### config.mk
export PLATFORM = sky130hd
export DESIGN_NAME = fpa_share_arb
export DESIGN_NICKNAME = d
export VERILOG_FILES = /design/src/rtl/fpa_arb_pkg.sv /design/src/rtl/fpa_rr_pick.sv /design/src/rtl/fpa_share_arb.sv
export SDC_FILE = /design/constraint.sdc
export NUM_CORES = 1
export LEC_CHECK = 0
export CORE_AREA = 2 2 159 161
export CTS_CLUSTER_DIAMETER = 150
export DETAILED_ROUTE_END_ITERATION = 12
export DIE_AREA = 0 0 161 163
export PLACE_DENSITY = 0.58
export SYNTH_ARGS = -nofsm -noshare
export SYNTH_HDL_FRONTEND = slang
export SYNTH_HIERARCHICAL = 1
export SYNTH_SLANG_ARGS = --single-unit
### constraint.sdc
create_clock -name clk -period 2.94 [get_ports clk]
set_input_delay 0.588 -clock clk [delete_from_list [all_inputs] [get_ports clk]]
set_output_delay 0.588 -clock clk [all_outputs]
set_load 0.05 [all_outputs]
### src/rtl/fpa_arb_pkg.sv
// Shared constants for the FP adder arbiter: FSM encoding, flush length,
// IEEE-754 single constants and the operand-B sign helper.
package fpa_arb_pkg;

   localparam logic [2:0] ST_FLUSH   = 3'd0;
   localparam logic [2:0] ST_IDLE    = 3'd1;
   localparam logic [2:0] ST_ISSUE   = 3'd2;
   localparam logic [2:0] ST_WAIT    = 3'd3;
   localparam logic [2:0] ST_RELEASE = 3'd4;

   localparam int          FLUSH_CYC   = 7;
   localparam logic [31:0] FP_QNAN     = 32'h7FC0_0000;
   localparam int          FP_SIGN_BIT = 31;

   // Subtraction is done by negating operand B before it reaches the adder.
   function automatic logic [31:0] fp_cond_negate(input logic [31:0] b, input logic sub);
      logic [31:0] r;
      r = b;
      r[FP_SIGN_BIT] = b[FP_SIGN_BIT] ^ sub;
      return r;
   endfunction

endpackage

### src/rtl/fpa_rr_pick.sv
// Combinational rotate-priority picker: first set request at or after ptr,
// wrapping to the lowest set request when none lies at or above ptr.
module fpa_rr_pick #(
   parameter int N  = 4,
   parameter int PW = 2
) (
   input  logic [N-1:0]  req,
   input  logic [PW-1:0] ptr,
   output logic [N-1:0]  gnt_onehot,
   output logic [PW-1:0] gnt_idx,
   output logic          any
);

   logic [N-1:0] hi_mask;
   logic [N-1:0] req_hi;
   logic [N-1:0] req_sel;

   generate
      for (genvar gi = 0; gi < N; gi++) begin : g_mask
         assign hi_mask[gi] = (PW'(gi) >= ptr);
      end
   endgenerate

   assign req_hi     = req & hi_mask;
   assign req_sel    = (|req_hi) ? req_hi : req;
   // Isolate the lowest set bit of the selected half.
   assign gnt_onehot = req_sel & (~req_sel + N'(1));
   assign any        = |req;

   always_comb begin
      gnt_idx = '0;
      for (int k = 0; k < N; k++) begin
         if (gnt_onehot[k]) gnt_idx = PW'(k);
      end
   end

endmodule

### src/rtl/fpa_share_arb.sv
// Round-robin sequencer sharing one fp_add_32 between N requesters.
// Optional WAIT watchdog enabled by defining FPA_ARB_TIMEOUT_EN.
module fpa_share_arb
   import fpa_arb_pkg::*;
#(
   parameter int N           = 4,
   parameter int ID_W        = 2,
   parameter int TIMEOUT_CYC = 32
) (
   input  logic            clk,
   input  logic            rst_n,
   input  logic [N-1:0]    req_valid,
   input  logic [N*32-1:0] req_a,
   input  logic [N*32-1:0] req_b,
   input  logic [N-1:0]    req_sub,
   output logic [N-1:0]    req_ready,
   output logic [N-1:0]    rsp_valid,
   output logic [ID_W-1:0] rsp_id,
   output logic [31:0]     rsp_data,
   output logic            rsp_err,
   output logic            fpu_add,
   output logic [31:0]     fpu_number1,
   output logic [31:0]     fpu_number2,
   input  logic [31:0]     fpu_result,
   input  logic            fpu_ready
);

   localparam int PW = (N > 1) ? $clog2(N) : 1;

   logic [2:0]      state_q, state_d;
   logic [2:0]      flush_q, flush_d;
   logic [PW-1:0]   ptr_q, ptr_d;
   logic [PW-1:0]   gnt_q, gnt_d;
   logic [N-1:0]    req_ready_q, req_ready_d;
   logic [N-1:0]    rsp_valid_q, rsp_valid_d;
   logic [ID_W-1:0] rsp_id_q, rsp_id_d;
   logic [31:0]     rsp_data_q, rsp_data_d;
   logic            fpu_add_q, fpu_add_d;
   logic [31:0]     num1_q, num1_d;
   logic [31:0]     num2_q, num2_d;

   logic [N-1:0]    gnt_onehot;
   logic [PW-1:0]   gnt_idx;
   logic            gnt_any;
   logic [31:0]     a_arr [N];
   logic [31:0]     b_arr [N];
   logic [31:0]     a_sel, b_sel;
   logic            sub_sel;

   fpa_rr_pick #(.N(N), .PW(PW)) u_pick (
      .req        (req_valid),
      .ptr        (ptr_q),
      .gnt_onehot (gnt_onehot),
      .gnt_idx    (gnt_idx),
      .any        (gnt_any)
   );

   generate
      for (genvar gi = 0; gi < N; gi++) begin : g_slice
         assign a_arr[gi] = req_a[32*gi +: 32];
         assign b_arr[gi] = req_b[32*gi +: 32];
      end
   endgenerate

   always_comb begin
      a_sel = '0;
      b_sel = '0;
      for (int k = 0; k < N; k++) begin
         a_sel = a_sel | (a_arr[k] & {32{gnt_onehot[k]}});
         b_sel = b_sel | (b_arr[k] & {32{gnt_onehot[k]}});
      end
   end

   assign sub_sel = |(req_sub & gnt_onehot);

`ifdef FPA_ARB_TIMEOUT_EN
   localparam int TW = $clog2(TIMEOUT_CYC + 1);
   logic [TW-1:0] to_q, to_d;
   logic          rsp_err_q, rsp_err_d;
`endif

   always_comb begin
      state_d     = state_q;
      flush_d     = flush_q;
      ptr_d       = ptr_q;
      gnt_d       = gnt_q;
      req_ready_d = '0;
      rsp_valid_d = '0;
      rsp_id_d    = rsp_id_q;
      rsp_data_d  = rsp_data_q;
      fpu_add_d   = fpu_add_q;
      num1_d      = num1_q;
      num2_d      = num2_q;
`ifdef FPA_ARB_TIMEOUT_EN
      to_d        = to_q;
      rsp_err_d   = rsp_err_q;
`endif
      case (state_q)
         ST_FLUSH: begin
            fpu_add_d = 1'b0;
            if (flush_q == 3'(FLUSH_CYC - 1)) begin
               flush_d = '0;
               state_d = ST_IDLE;
            end else begin
               flush_d = flush_q + 3'd1;
            end
         end
         ST_IDLE: begin
            if (gnt_any) begin
               num1_d      = a_sel;
               num2_d      = fp_cond_negate(b_sel, sub_sel);
               req_ready_d = gnt_onehot;
               gnt_d       = gnt_idx;
               fpu_add_d   = 1'b1;
               ptr_d       = (gnt_idx == PW'(N - 1)) ? '0 : gnt_idx + 1'b1;
               state_d     = ST_ISSUE;
            end
         end
         ST_ISSUE: begin
            // Adder has not sampled add yet, so its ready is left over from the last op.
            state_d = ST_WAIT;
`ifdef FPA_ARB_TIMEOUT_EN
            to_d    = '0;
`endif
         end
         ST_WAIT: begin
            if (fpu_ready) begin
               rsp_data_d  = fpu_result;
               rsp_id_d    = ID_W'(gnt_q);
               rsp_valid_d = {{(N-1){1'b0}}, 1'b1} << gnt_q;
               fpu_add_d   = 1'b0;
               state_d     = ST_RELEASE;
`ifdef FPA_ARB_TIMEOUT_EN
               rsp_err_d   = 1'b0;
`endif
            end
`ifdef FPA_ARB_TIMEOUT_EN
            else if (to_q == TW'(TIMEOUT_CYC - 1)) begin
               rsp_data_d  = FP_QNAN;
               rsp_id_d    = ID_W'(gnt_q);
               rsp_valid_d = {{(N-1){1'b0}}, 1'b1} << gnt_q;
               rsp_err_d   = 1'b1;
               fpu_add_d   = 1'b0;
               flush_d     = '0;
               state_d     = ST_FLUSH;
            end else begin
               to_d = to_q + 1'b1;
            end
`endif
         end
         ST_RELEASE: begin
            state_d = ST_IDLE;
         end
         default: begin
            fpu_add_d = 1'b0;
            flush_d   = '0;
            state_d   = ST_FLUSH;
         end
      endcase
   end

   always_ff @(posedge clk or negedge rst_n) begin
      if (!rst_n) begin
         state_q     <= ST_FLUSH;
         flush_q     <= '0;
         ptr_q       <= '0;
         gnt_q       <= '0;
         req_ready_q <= '0;
         rsp_valid_q <= '0;
         rsp_id_q    <= '0;
         rsp_data_q  <= '0;
         fpu_add_q   <= 1'b0;
         num1_q      <= '0;
         num2_q      <= '0;
      end else begin
         state_q     <= state_d;
         flush_q     <= flush_d;
         ptr_q       <= ptr_d;
         gnt_q       <= gnt_d;
         req_ready_q <= req_ready_d;
         rsp_valid_q <= rsp_valid_d;
         rsp_id_q    <= rsp_id_d;
         rsp_data_q  <= rsp_data_d;
         fpu_add_q   <= fpu_add_d;
         num1_q      <= num1_d;
         num2_q      <= num2_d;
      end
   end

`ifdef FPA_ARB_TIMEOUT_EN
   always_ff @(posedge clk or negedge rst_n) begin
      if (!rst_n) begin
         to_q      <= '0;
         rsp_err_q <= 1'b0;
      end else begin
         to_q      <= to_d;
         rsp_err_q <= rsp_err_d;
      end
   end
   assign rsp_err = rsp_err_q;
`else
   assign rsp_err = 1'b0;
`endif

   assign req_ready   = req_ready_q;
   assign rsp_valid   = rsp_valid_q;
   assign rsp_id      = rsp_id_q;
   assign rsp_data    = rsp_data_q;
   assign fpu_add     = fpu_add_q;
   assign fpu_number1 = num1_q;
   assign fpu_number2 = num2_q;

endmodule

Yosys cells after proc, flatten, opt, wreduce, memory -nomap -nowiden
Index checks and enable logic that the tools add are counted.

word-level totals
  register bits after elaboration = 117
  output and inout port bits = 108
  logic and storage cells = 76

cells by class
  equality and inequality tests = 9
  reduce and logical (&&, ||, !) cells = 10
  bitwise logic cells = 20
  add/sub/neg operators = 3
  magnitude comparators = 4
  shift-type cells = 1
  multiplexer cells = 18

operators by type and width
  cell                   number
  $and A32 B32 Y32       8
  $or A32 B32 Y32        6
  $mux W4                5
  $reduce_or A4 Y1       4
  $pmux W3 S5            1
  $and A4 B4 Y4          3
  $mux W3                4
  $eq A3 B2 Y1 const B   2
  $eq A3 B3 Y1 const B   2
  $mux W2                3
  $ne A2 B2 Y1 const B   3
  $pmux W3 S2            1
  $reduce_and A3 Y1      2
  $add A4 B1 Y4 const B  1
  $ge A1 B2 Y1 const A   2
  $ge A2 B2 Y1 const A   2
  $not A4 Y4             1
  $reduce_and A2 Y1      2
  $shl A1 B2 Y4 const A  1
  $add A3 B1 Y3 const B  1
  $eq A3 B1 Y1 const B   1
  $logic_not A3 Y1       1
  $mux W1                3
  $pmux W1 S3            1
  other kinds (5)        5

Depth between registers and ports, before layout
Gate-level depths: netlist of run 1.

  depth after elaboration = 12
  mapped depth = 8
  mapped depth without buffers = 6

By module
Netlist of run 1, hierarchy kept.

modules (own cells, without submodules)
  module         area an instance (um2)  cells an instance  times used
  fpa_share_arb  5530.3                  581                1
  fpa_rr_pick    175.2                   28                 1

Worst setup path before layout of run 1
Ideal clock, no wire load.

  kind = in2reg
  start = input port req_valid[3]
  end = register req_ready_q[0] (netlist: req_ready[0])
  buffers on the path = 3
  setup time = 0.119 ns
  arrival time = 1.858 ns
  setup slack = 0.963 ns
  cell stages on the path = 6
  cells stage by stage = buf_6 > or4_1 > and4bb_2 > buf_6 > buf_4 > and2_1

RTL lines
  item                  line                  text
  from (decl)           fpa_share_arb.sv:12   input logic [N-1:0] req_valid,
  $reduce_or A4 Y1      fpa_rr_pick.sv:28     assign any = |req;
  via gnt_any           fpa_share_arb.sv:44   logic gnt_any;
  $mux W4               fpa_share_arb.sv:109  if (gnt_any) begin
  $mux W4               fpa_share_arb.sv:98   case (state_q)
  via req_ready_d[0]    fpa_share_arb.sv:34   logic [N-1:0] req_ready_q, req_ready_d;
  to (signal assigned)  fpa_share_arb.sv:180  req_ready_q <= req_ready_d;
  to (decl)             fpa_share_arb.sv:34

The timed path passes the listed nets, and every way through them passes these cells.
A chain may end at the register's enable or synchronous reset.

Final worst setup path of run 1
  start = input port req_valid[3]
  end = register num1_q[17] (netlist: fpu_number1[17])

RTL lines
  item                               line                  text
  $and A4 B4 Y4 (*)                  fpa_rr_pick.sv:24     assign req_hi = req & hi_mask;
  $reduce_or A4 Y1 (*)               fpa_rr_pick.sv:25     assign req_sel = (|req_hi) ? req_hi : req;
  $mux W4 (*)                        fpa_rr_pick.sv:25
  $not A4 Y4                         fpa_rr_pick.sv:27     assign gnt_onehot = req_sel & (~req_sel + N'(1));
  $add A4 B1 Y4                      fpa_rr_pick.sv:27
  $and A4 B4 Y4 (*)                  fpa_rr_pick.sv:27
  via gnt_onehot[2]                  fpa_share_arb.sv:42   logic [N-1:0] gnt_onehot;
  $and A32 B32 Y32 (*)               fpa_share_arb.sv:69   a_sel = a_sel | (a_arr[k] & {32{gnt_onehot[k]}});
  $or A32 B32 Y32 (*) (2 in series)  fpa_share_arb.sv:69
  to (signal assigned)               fpa_share_arb.sv:185  num1_q <= num1_d;
  to (decl)                          fpa_share_arb.sv:39   logic [31:0] num1_q, num1_d;

Mark *: on every way through the listed nets, which the timed path passes. The rest lies on a longest branch.

==> metrics, run 1 <==
critical path class in -> reg; skew final 0.00798 ns; FF+latch count, synth 117; site row count 58; endpoint of the worst-slack reg-to-reg timing path fpu_number1[17]; final hold viol count 0; highest routing layer actually used met4; Warnings, synthesis 6; port bufs 405; wire length per cell after detailed routing 17.8 um; TritonCTS clock tree built; first-iteration detailed-routing DRC count 330; total standard cell area after synthesis 5710 sq um; clock buffers created by TritonCTS 17; top library cells by usage in the layout, fill and taps aside clkdlybuf4s50_1, a22oi_1, dfrtp_1; WL met3 1.82 mm; outcome completed; Static Leakage 4.26 nW; buffer count from post-CTS setup fixing 0; most common cell after layout, fill and taps aside clkdlybuf4s50_1; sequential share of power 24.2%; share of post-route cells with drive strength above 1 6.16%; primary flip-flop cell chosen by synthesis mapping dfrtp_1; cell total after placement 1,305; max-slew violation count 0; Filler cells 2,460; path type of the worst min-delay path in -> async; P per Cell Area 1110 nW/um^2; Total Routed Length 23.7 mm; count of nets after finishing 1,294; Syn-to-layout area delta 87.7%; kind of launch point of the worst setup path input port; start of the worst register-to-register path ptr_q[1]; total routing usage reported by global routing 17.8%; die width 161 um; timing-limited maximum frequency 429 MHz; number of antenna-violating nets in the routed design 0; clock sink count 117; Clock H-tree levels 4; r2r setup slk 0.87 ns; crit path time final 2.33 ns; net switching power of the design 5.67 mW; Floorplan Core Area 24,700 sq um; later-pin clock latency in the skew report 0.41 ns; part of the power in the clock network 17.8%; sequential cell area in the final layout 2930 sq um; Worst Reg2Reg Path Length in Cells 7; share of total power in combinational logic 57.9%; overall die area 26,200 sq um; Met1 Wirelength 9.62 mm; data required time at the worst endpoint 3.27 ns; post-route core utilization 43.4%; sum of negative setup slack 0 ns; Longest Clk Path Bufs 2; GR Overflow Total 0; number of standard cells after synthesis 609; internal power 6.16 mW; Gates resized, CTS repair 0; part of the cycle the worst path needs 79.3%; Placer Congestion 0.802; first-pass iteration count of the detailed router 6; worst relative slew slack 55.6%; overall die height 163 um; synthesized area per cell 9.37 sq um; initial core utilization 23.1%; crit-path max FO 15; Post-CTS Hold Buffers 0; area of the multi-input gates 2490 sq um; initial antenna violation count 0; worst slack on hold paths 0.0994 ns; max-cap check violation count 0; Residual DRC 0; share of total power consumed by net switching 47.9%; detailed-route vias per instance 4.65; critical path startpoint req_valid[3]; global-route wire length before repair 36.0 mm; synthesized netlist net count 909; count of cell types in the netlist 43; number of ports placed on the die boundary 407; Post-synth EDFFs 0; vias in the first global route 6,366; Async S/R FF share, synth 100%; DP HPWL 17.8 mm; routed via count 6,218; proportion of synthesized chip area in sequential cells 51.3%; CP arrival 2.66 ns; maximum number of pins on one net before global-route repair 73; CTS clk-pin slew, worst paths 0.06 ns; Finish-stage setup viols 0; Worst Tran Pin Value 0.663 ns; capture point of the worst path fpu_number1[17]; antenna cell count 0; DR WL met2 11.9 mm; unrepaired setup endpoints after global routing no; count of placed standard cells in the final layout, fillers left out 1,337; kind of end point of the critical path register; worst vdd rail ir drop 0.000447 V; root buffer selected by CTS clkbuf_16
-- synthesized netlist by cell type, types with 3 or more instances --
library cell | number | area, sq um
mux2_2 | 4 | 45.0
nor2b_1 | 3 | 18.8
clkbuf_1 | 29 | 109
dfrtp_1 | 117 | 2930
a31oi_1 | 65 | 407
buf_4 | 8 | 60.1
and2_1 | 5 | 31.3
nor2_1 | 70 | 263
o21ai_0 | 4 | 20.0
nand2_1 | 108 | 405
a21oi_1 | 7 | 35.0
a22oi_1 | 129 | 968
inv_1 | 5 | 18.8
a21o_1 | 3 | 22.5
buf_2 | 16 | 80.1
-- layer usage --
layer / track usage, % / vias to the layer above
met4: 5.60 / 0
li1: - / 3014
met5: 0 / -
met3: 5.73 / 19
met1: 20.8 / 2940
met2: 31.1 / 245
-- metrics by stage --
stage / power (mW) / area [sq um] / setup slack [ns]
CTS: 12.0 / 10700 / 0.598
floorplan: 7.25 / 5710 / 0.963
global route: 12.6 / 10700 / 0.472
detailed placement: 9.82 / 10100 / 0.180
global placement: 9.75 / 10100 / 0.251
finish: 11.8 / 10700 / 0.607
-- power groups by stage --
stage	clock network [mW]	logic, mW	registers (mW)
after floorplan	0	2.06	5.19
after global placement	0	6.89	2.86
after detailed placement	0	6.93	2.89
after CTS	2.17	6.95	2.88
after global routing	2.25	7.33	2.98
final	2.11	6.86	2.87
-- critical path: stages --
cell and delay (ns):
clkdlybuf4s50_1 0.54, a21o_1 0.22, a21oi_1 0.15, o21a_2 0.41
buf_4 0.26, buf_4 0.21, a22oi_1 0.08, a31oi_1 0.18
-- sequential cells by signal, summed over array words and instances (netlist names), 3 cells and up --
register,flops
fpu_number2,32
req_ready,4
rsp_data,32
flush_q,3
rsp_valid,4
fpu_number1,32
state_q,3
-- logic make-up after synthesis --
group | share of synthesized area, %
DFF | 51.3
buffers and inverters | 5.15
AOI/OAI and AO/OA | 28.0
other | 0.0657
muxes | 0.789
adders and majority gates | 0.219
and+or+nand+nor | 14.5
-- layout make-up --
class | instances | share of cell area, %
Inverter | 6 | 0.210
Multi-Input combinational cell | 431 | 23.2
Tap cell | 330 | 3.86
Sequential cell | 117 | 27.3
Clock buffer | 19 | 4.23
Clock inverter | 13 | 1.36
Timing Repair Buffer | 421 | 39.8
-- worst min path at each step --
stage,start,end,slack [ns],depth (start not counted)
after floorplan,rst_n,flush_q[0],0.29,0
after global placement,rsp_data[27],rsp_data[27],0.46,2
after detailed placement,rsp_data[4],rsp_data[4],0.46,2
after CTS,rst_n,rsp_data[4],0.1,1
after global routing,rst_n,rsp_data[7],0.10,1
final,rst_n,rsp_data[7],0.1,1
Power figures use the tool's default switching activity.
==> run 2: changes to the inputs <==
--- a/config.mk
+++ b/config.mk
@@ -5,11 +5,11 @@
 export SDC_FILE = /design/constraint.sdc
 export NUM_CORES = 1
 export LEC_CHECK = 0
-export CORE_AREA = 2 2 159 161
+export CORE_AREA = 2 2 158 160
 export CTS_CLUSTER_DIAMETER = 150
 export DETAILED_ROUTE_END_ITERATION = 12
-export DIE_AREA = 0 0 161 163
-export PLACE_DENSITY = 0.58
+export DIE_AREA = 0 0 160 162
+export PLACE_DENSITY = 0.61
 export SYNTH_ARGS = -nofsm -noshare
 export SYNTH_HDL_FRONTEND = slang
 export SYNTH_HIERARCHICAL = 1
==> constraint.sdc (replaced) <==
create_clock -name clk -period 1.95 [get_ports clk]
set_input_delay 0.39 -clock clk [delete_from_list [all_inputs] [get_ports clk]]
set_output_delay 0.39 -clock clk [all_outputs]
set_load 0.05 [all_outputs]
==> run 2 against run 1 <==
Against the previous run: non-clock buffer count rose by 36; clock skew rose by 0.0041 ns; count of clock-buffer cells in the layout fell by 1; wire length rose by 0.55%; sequential cell count did not move; utilization rose by 1.8 points; highest routed layer unchanged.
==> metrics, run 2 (same netlist as run 1, synthesis figures left out) <==
outcome completed; endpoint of the worst-slack reg-to-reg timing path fpu_number2[10]; data required time at the worst endpoint 2.22 ns (-1.05 ns); unrepaired setup endpoints after global routing no; Residual DRC 0 (unchanged); Longest Clk Path Bufs 2 (unchanged); root buffer selected by CTS clkbuf_16; global-route wire length before repair 36.7 mm (+1.9%); buffer count from post-CTS setup fixing 0 (unchanged); site row count 57 (-1.7%); Clock H-tree levels 4 (unchanged); kind of end point of the critical path register; clock sink count 117 (unchanged); kind of launch point of the worst setup path input port; Floorplan Core Area 24,100 sq um (-2.3%); detailed-route vias per instance 4.68 (+0.62%); worst vdd rail ir drop 0.000679 V (+52%); CTS clk-pin slew, worst paths 0.06 ns (about the same); count of nets after finishing 1,330 (+2.8%); Worst Reg2Reg Path Length in Cells 7 (unchanged); Total Power Consumption 17.8 mW (+50%); antenna cell count 0 (unchanged); GR Overflow Total 0 (unchanged); initial antenna violation count 0 (unchanged); vias in the first global route 6,536 (+2.7%); overall die height 162 um (-0.61%); die width 160 um (-0.62%); crit path cell chain clkdlybuf4s50_1 -> or4_1 -> and4bb_4 -> buf_12 -> nor2_1 -> a31oi_1; critical path class in -> reg; start of the worst register-to-register path ptr_q[1]; sequential cell area in the final layout 2930 sq um (unchanged); Placer Congestion 0.820 (+2.3%); max-slew violation count 0 (unchanged); post-route setup slack 0.0783 ns (-0.529 ns); skew final 0.0121 ns (+0.00407 ns); top library cells by usage in the layout, fill and taps aside clkdlybuf4s50_1, a22oi_1, dfrtp_1; part of the cycle the worst path needs 96.0%; first-pass iteration count of the detailed router 4 (-2); longest individual stage delay on the worst path 0.57 ns (+0.03 ns); path type of the worst min-delay path in -> async; Filler cells 2,369 (-3.7%); overall die area 25,900 sq um (-1.2%); capture point of the worst path fpu_number2[6]; crit-path max FO 50 (+35); Static Leakage 4.68 nW (+9.7%); critical path startpoint req_valid[3]; later-pin clock latency in the skew report 0.41 ns (about the same); sum of negative setup slack 0 ns (unchanged); worst slack on hold paths 0.441 ns (+0.342 ns); Syn-to-layout area delta 91.0%; routed via count 6,397 (+2.9%); number of ports placed on the die boundary 407 (unchanged); final hold viol count 0 (unchanged); clock buffers created by TritonCTS 17 (unchanged); initial core utilization 23.7% (+0.54 points); pre-CTS setup slack -0.319 ns (-0.499 ns); critical-path cell with the highest stage delay or4_1; number of antenna-violating nets in the routed design 0 (unchanged); wire length per cell after detailed routing 17.5 um (-1.7%); total routing usage reported by global routing 18.2% (+0.34 points); area of the multi-input gates 2490 sq um (unchanged); most common cell after layout, fill and taps aside clkdlybuf4s50_1; worst relative slew slack 63.7% (+8.0 points); DP HPWL 18.3 mm (+3.0%); maximum number of pins on one net before global-route repair 51 (-30%); crit path time final 1.87 ns; Total Routed Length 23.9 mm (+0.55%); Worst Tran Pin Value 0.547 ns (-0.116 ns); first-iteration detailed-routing DRC count 378 (+15%); port bufs 405 (unchanged); max-cap check violation count 0 (unchanged); CP arrival 2.14 ns (-0.52 ns); r2r setup slk 0.15 ns (-0.72 ns); P per Cell Area 1630 nW/um^2 (+48%); TritonCTS clock tree built; share of post-route cells with drive strength above 1 13.1% (+7.0 points); Finish-stage setup viols 0 (unchanged); timing-limited maximum frequency 534 MHz
run 2: per-stage QoR:
| step | utilization, % | std cells | cell area [sq um] |
|---|---|---|---|
| floorplan | - | 609 | 5710 |
| global placement | 42.8 | 1334 | 10300 |
| detailed placement | 42.8 | 1334 | 10300 |
| CTS | 45.2 | 1367 | 10900 |
| global route | 45.2 | 1367 | 10900 |
| finish | 45.2 | 1367 | 10900 |
run 2: cell type report:
| type | instances | area share, % |
|---|---|---|
| Clock buffer | 18 | 4.03 |
| Clock inverter | 14 | 1.83 |
| Inverter | 6 | 0.207 |
| Multi-Input combinational cell | 431 | 22.8 |
| Sequential cell | 117 | 26.9 |
| Tap cell | 324 | 3.72 |
| Timing Repair Buffer | 457 | 40.5 |
run 2: worst max-delay path, delay by kind of cell:
kind            cells  cell delay, ns
simple gates        3            0.99
compound gates      1            0.06
buf+inv             2            0.67
run 2: layer usage:
layer	up-vias	part of all wire, %	wire, um	track usage, %
met1	3001	41	9830	21.8
li1	3093	-	-	-
met4	0	2.1	491	5.45
met5	-	0	0	0
met2	272	49	11800	31.1
met3	31	7.3	1750	5.92
run 2: power by group:
part	switching (mW)	leakage (nW)	internal (mW)
sequential	0.676	1.40	3.60
clock	1.21	0.300	2.19
combinational	6.68	2.98	3.46
run 2: timing repair:
action | CTS | global route
hold buffers | 1 | 0
pin swaps | 0 | 0
hold endpoints to repair | 22 | 0
endpoints found under the setup margin | 65 | 26
resized for setup | 65 | 4
run 2: worst min path at each step:
stage | from | end | slack (ns)
final | rst_n | rsp_data[12] | 0.44
after global routing | rst_n | rsp_data[12] | 0.45
after CTS | rst_n | rsp_data[12] | 0.43
after detailed placement | rst_n | rsp_data[12] | 0.33
after global placement | rst_n | rsp_data[5] | 0.33
after floorplan | rst_n | flush_q[0] | 0.09
==> run 3: changes to the inputs <==
--- a/config.mk
+++ b/config.mk
@@ -5,11 +5,11 @@
 export SDC_FILE = /design/constraint.sdc
 export NUM_CORES = 1
 export LEC_CHECK = 0
-export CORE_AREA = 2 2 158 160
+export CORE_AREA = 2 2 159 161
 export CTS_CLUSTER_DIAMETER = 150
 export DETAILED_ROUTE_END_ITERATION = 12
-export DIE_AREA = 0 0 160 162
-export PLACE_DENSITY = 0.61
+export DIE_AREA = 0 0 161 163
+export PLACE_DENSITY = 0.58
 export SYNTH_ARGS = -nofsm -noshare
 export SYNTH_HDL_FRONTEND = slang
 export SYNTH_HIERARCHICAL = 1
==> constraint.sdc (replaced) <==
create_clock -name clk -period 2.2 [get_ports clk]
set_input_delay 0.44 -clock clk [delete_from_list [all_inputs] [get_ports clk]]
set_output_delay 0.44 -clock clk [all_outputs]
set_load 0.05 [all_outputs]
==> run 3 against run 2 <==
Against the previous run: utilization is 1.0 points lower; combinational power is 8% lower; sequential share of layout area barely moved; clock power shrank 20%; worst hold slack better by 0.030 ns; die area is 1.2% higher; global-route usage down 0.37 points; cell count fell by 0.59%.
==> metrics, run 3 (same netlist as run 1, synthesis figures left out) <==
outcome completed; endpoint of the worst-slack reg-to-reg timing path fpu_number2[5]; Longest Clk Path Bufs 2 (unchanged); Total Routed Length 24.0 mm (+0.36%); max-cap check violation count 0 (unchanged); most common cell after layout, fill and taps aside clkdlybuf4s50_1; P per Cell Area 1460 nW/um^2 (-11%); longest individual stage delay on the worst path 0.88 ns (+0.31 ns); post-route setup slack 0.111 ns (+0.0325 ns); pre-CTS setup slack -0.134 ns (+0.185 ns); routed via count 6,278 (-1.9%); worst relative slew slack 60.1% (-3.5 points); path type of the worst min-delay path reg -> reg; site row count 58 (+1.8%); skew final 0.0103 ns (-0.00172 ns); worst vdd rail ir drop 0.000565 V (-17%); count of buffer and inverter cells on the critical path 1 (-1); Clock H-tree levels 4 (unchanged); number of ports placed on the die boundary 407 (unchanged); clock buffers created by TritonCTS 17 (unchanged); overall die area 26,200 sq um (+1.2%); GR Overflow Total 0 (unchanged); cell total after placement 1,325 (-0.67%); die width 161 um (+0.63%); worst slack on hold paths 0.472 ns (+0.0303 ns); share of post-route cells with drive strength above 1 8.37% (-4.8 points); initial antenna violation count 0 (unchanged); crit-path max FO 2 (-96%); count of nets after finishing 1,315 (-1.1%); Floorplan Core Area 24,700 sq um (+2.4%); overall die height 163 um (+0.62%); post-route core utilization 44.2% (-1.0 points); Filler cells 2,423 (+2.3%); CP arrival 1.65 ns (-0.49 ns); data required time at the worst endpoint 1.76 ns (-0.46 ns); Static Leakage 4.38 nW (-6.4%); start of the worst register-to-register path ptr_q[1]; timing-limited maximum frequency 479 MHz; wire length per cell after detailed routing 17.6 um (+0.95%); Largest delay share family, worst path buffers and inverters; detailed-route vias per instance 4.62 (-1.3%); crit path time final 2.09 ns; kind of end point of the critical path output pin; first-iteration detailed-routing DRC count 288 (-24%); Total Power Consumption 15.9 mW (-11%); Residual DRC 0 (unchanged); top library cells by usage in the layout, fill and taps aside clkdlybuf4s50_1, a22oi_1, dfrtp_1; Hold Crit Depth 2; Syn-to-layout area delta 91.1% (about the same); r2r setup slk 0.32 ns (+0.17 ns); critical path class reg -> out; global-route wire length before repair 35.9 mm (-2.1%); vias in the first global route 6,338 (-3.0%); max-slew violation count 0 (unchanged); first-pass iteration count of the detailed router 7 (+3); Worst Reg2Reg Path Length in Cells 6 (-1); launch point of the worst hold path rsp_data[0]; number of antenna-violating nets in the routed design 0 (unchanged); total routing usage reported by global routing 17.8% (-0.37 points); Placer Congestion 0.785 (-4.4%); part of the cycle the worst path needs 95.0%; critical-path cell with the highest stage delay clkdlybuf4s50_1; root buffer selected by CTS clkbuf_16; Gates resized, CTS repair 0 (-100%); later-pin clock latency in the skew report 0.41 ns (about the same); maximum number of pins on one net before global-route repair 61 (+20%); TritonCTS clock tree built; kind of launch point of the worst setup path register; count of placed standard cells in the final layout, fillers left out 1,359 (-0.59%); capture endpoint of the worst hold path rsp_data[0]; port bufs 405 (unchanged); clock sink count 117 (unchanged); Worst Tran Pin Value 0.596 ns (+0.0492 ns); unrepaired setup endpoints after global routing no; initial core utilization 23.1% (-0.54 points); final hold viol count 0 (unchanged); CTS clk-pin slew, worst paths 0.06 ns (about the same); Finish-stage setup viols 0 (unchanged); crit path cell chain clkdlybuf4s50_1; DP HPWL 18.0 mm (-1.6%)
==> run 3: changes by cell type in the layout (fill, tap and decap cells not counted), moves of 2 or more <==
cell and delta:
dlymetal6s2s_1 -2, dlygate4sd2_1 -65, buf_4 -50, buf_6 -2, bufinv_16 -3, clkdlybuf4s50_1 +103
==> run 3: worst max path at each step <==
stage               startpoint              end  slack, ns  cells after the start
2_1_floorplan     req_valid[3]     req_ready[0]       0.37                      6
3_3_place_gp      req_valid[3]         gnt_q[0]      -0.09                      5
3_5_place_dp      req_valid[3]  fpu_number2[31]      -0.13                      8
4_1_cts        fpu_number2[21]  fpu_number2[21]       0.06                      1
5_1_grt        fpu_number2[31]  fpu_number2[31]       0.05                      1
6_report       fpu_number2[21]  fpu_number2[21]       0.11                      1
==> run 3: final cells by class <==
class	instances	area, sq um	area share, %
timing repair buffer	442	4470	41.0
sequential	117	2930	26.9
multi-input combinational	431	2490	22.8
clock buffer	19	453	4.15
tap	330	413	3.79
clock inverter	13	123	1.12
inverter	6	22.5	0.207
antenna	1	2.50	0.0230
==> run 3: what timing repair did <==
| item | 4_1_cts | 5_1_grt |
|---|---|---|
| endpoints found under the hold margin | 29 | 0 |
| hold buffers | 1 | 0 |
| setup buffers | 0 | 0 |
==> run 3: layer usage <==
metal	global-route usage, %	vias to the layer above	wire [um]
met5	0	-	0
met4	6.09	0	462
met3	4.76	28	1560
met2	30.1	247	11700
met1	22.0	2945	10200
li1	-	3058	-
==> run 3: through the flow <==
| step | instance area, sq um | setup TNS (ns) |
|---|---|---|
| final | 10900 | 0 |
| after global routing | 10900 | 0 |
| after CTS | 10900 | 0 |
| after detailed placement | 10300 | -6.48 |
| after global placement | 10300 | -4.47 |
| after floorplan | 5710 | 0 |
==> run 3: power breakdown <==
| group | internal [mW] | total [mW] | switching (mW) |
|---|---|---|---|
| Sequential | 3.19 | 3.85 | 0.660 |
| Clock | 1.63 | 2.72 | 1.09 |
| Combinational | 3.46 | 9.34 | 5.88 |
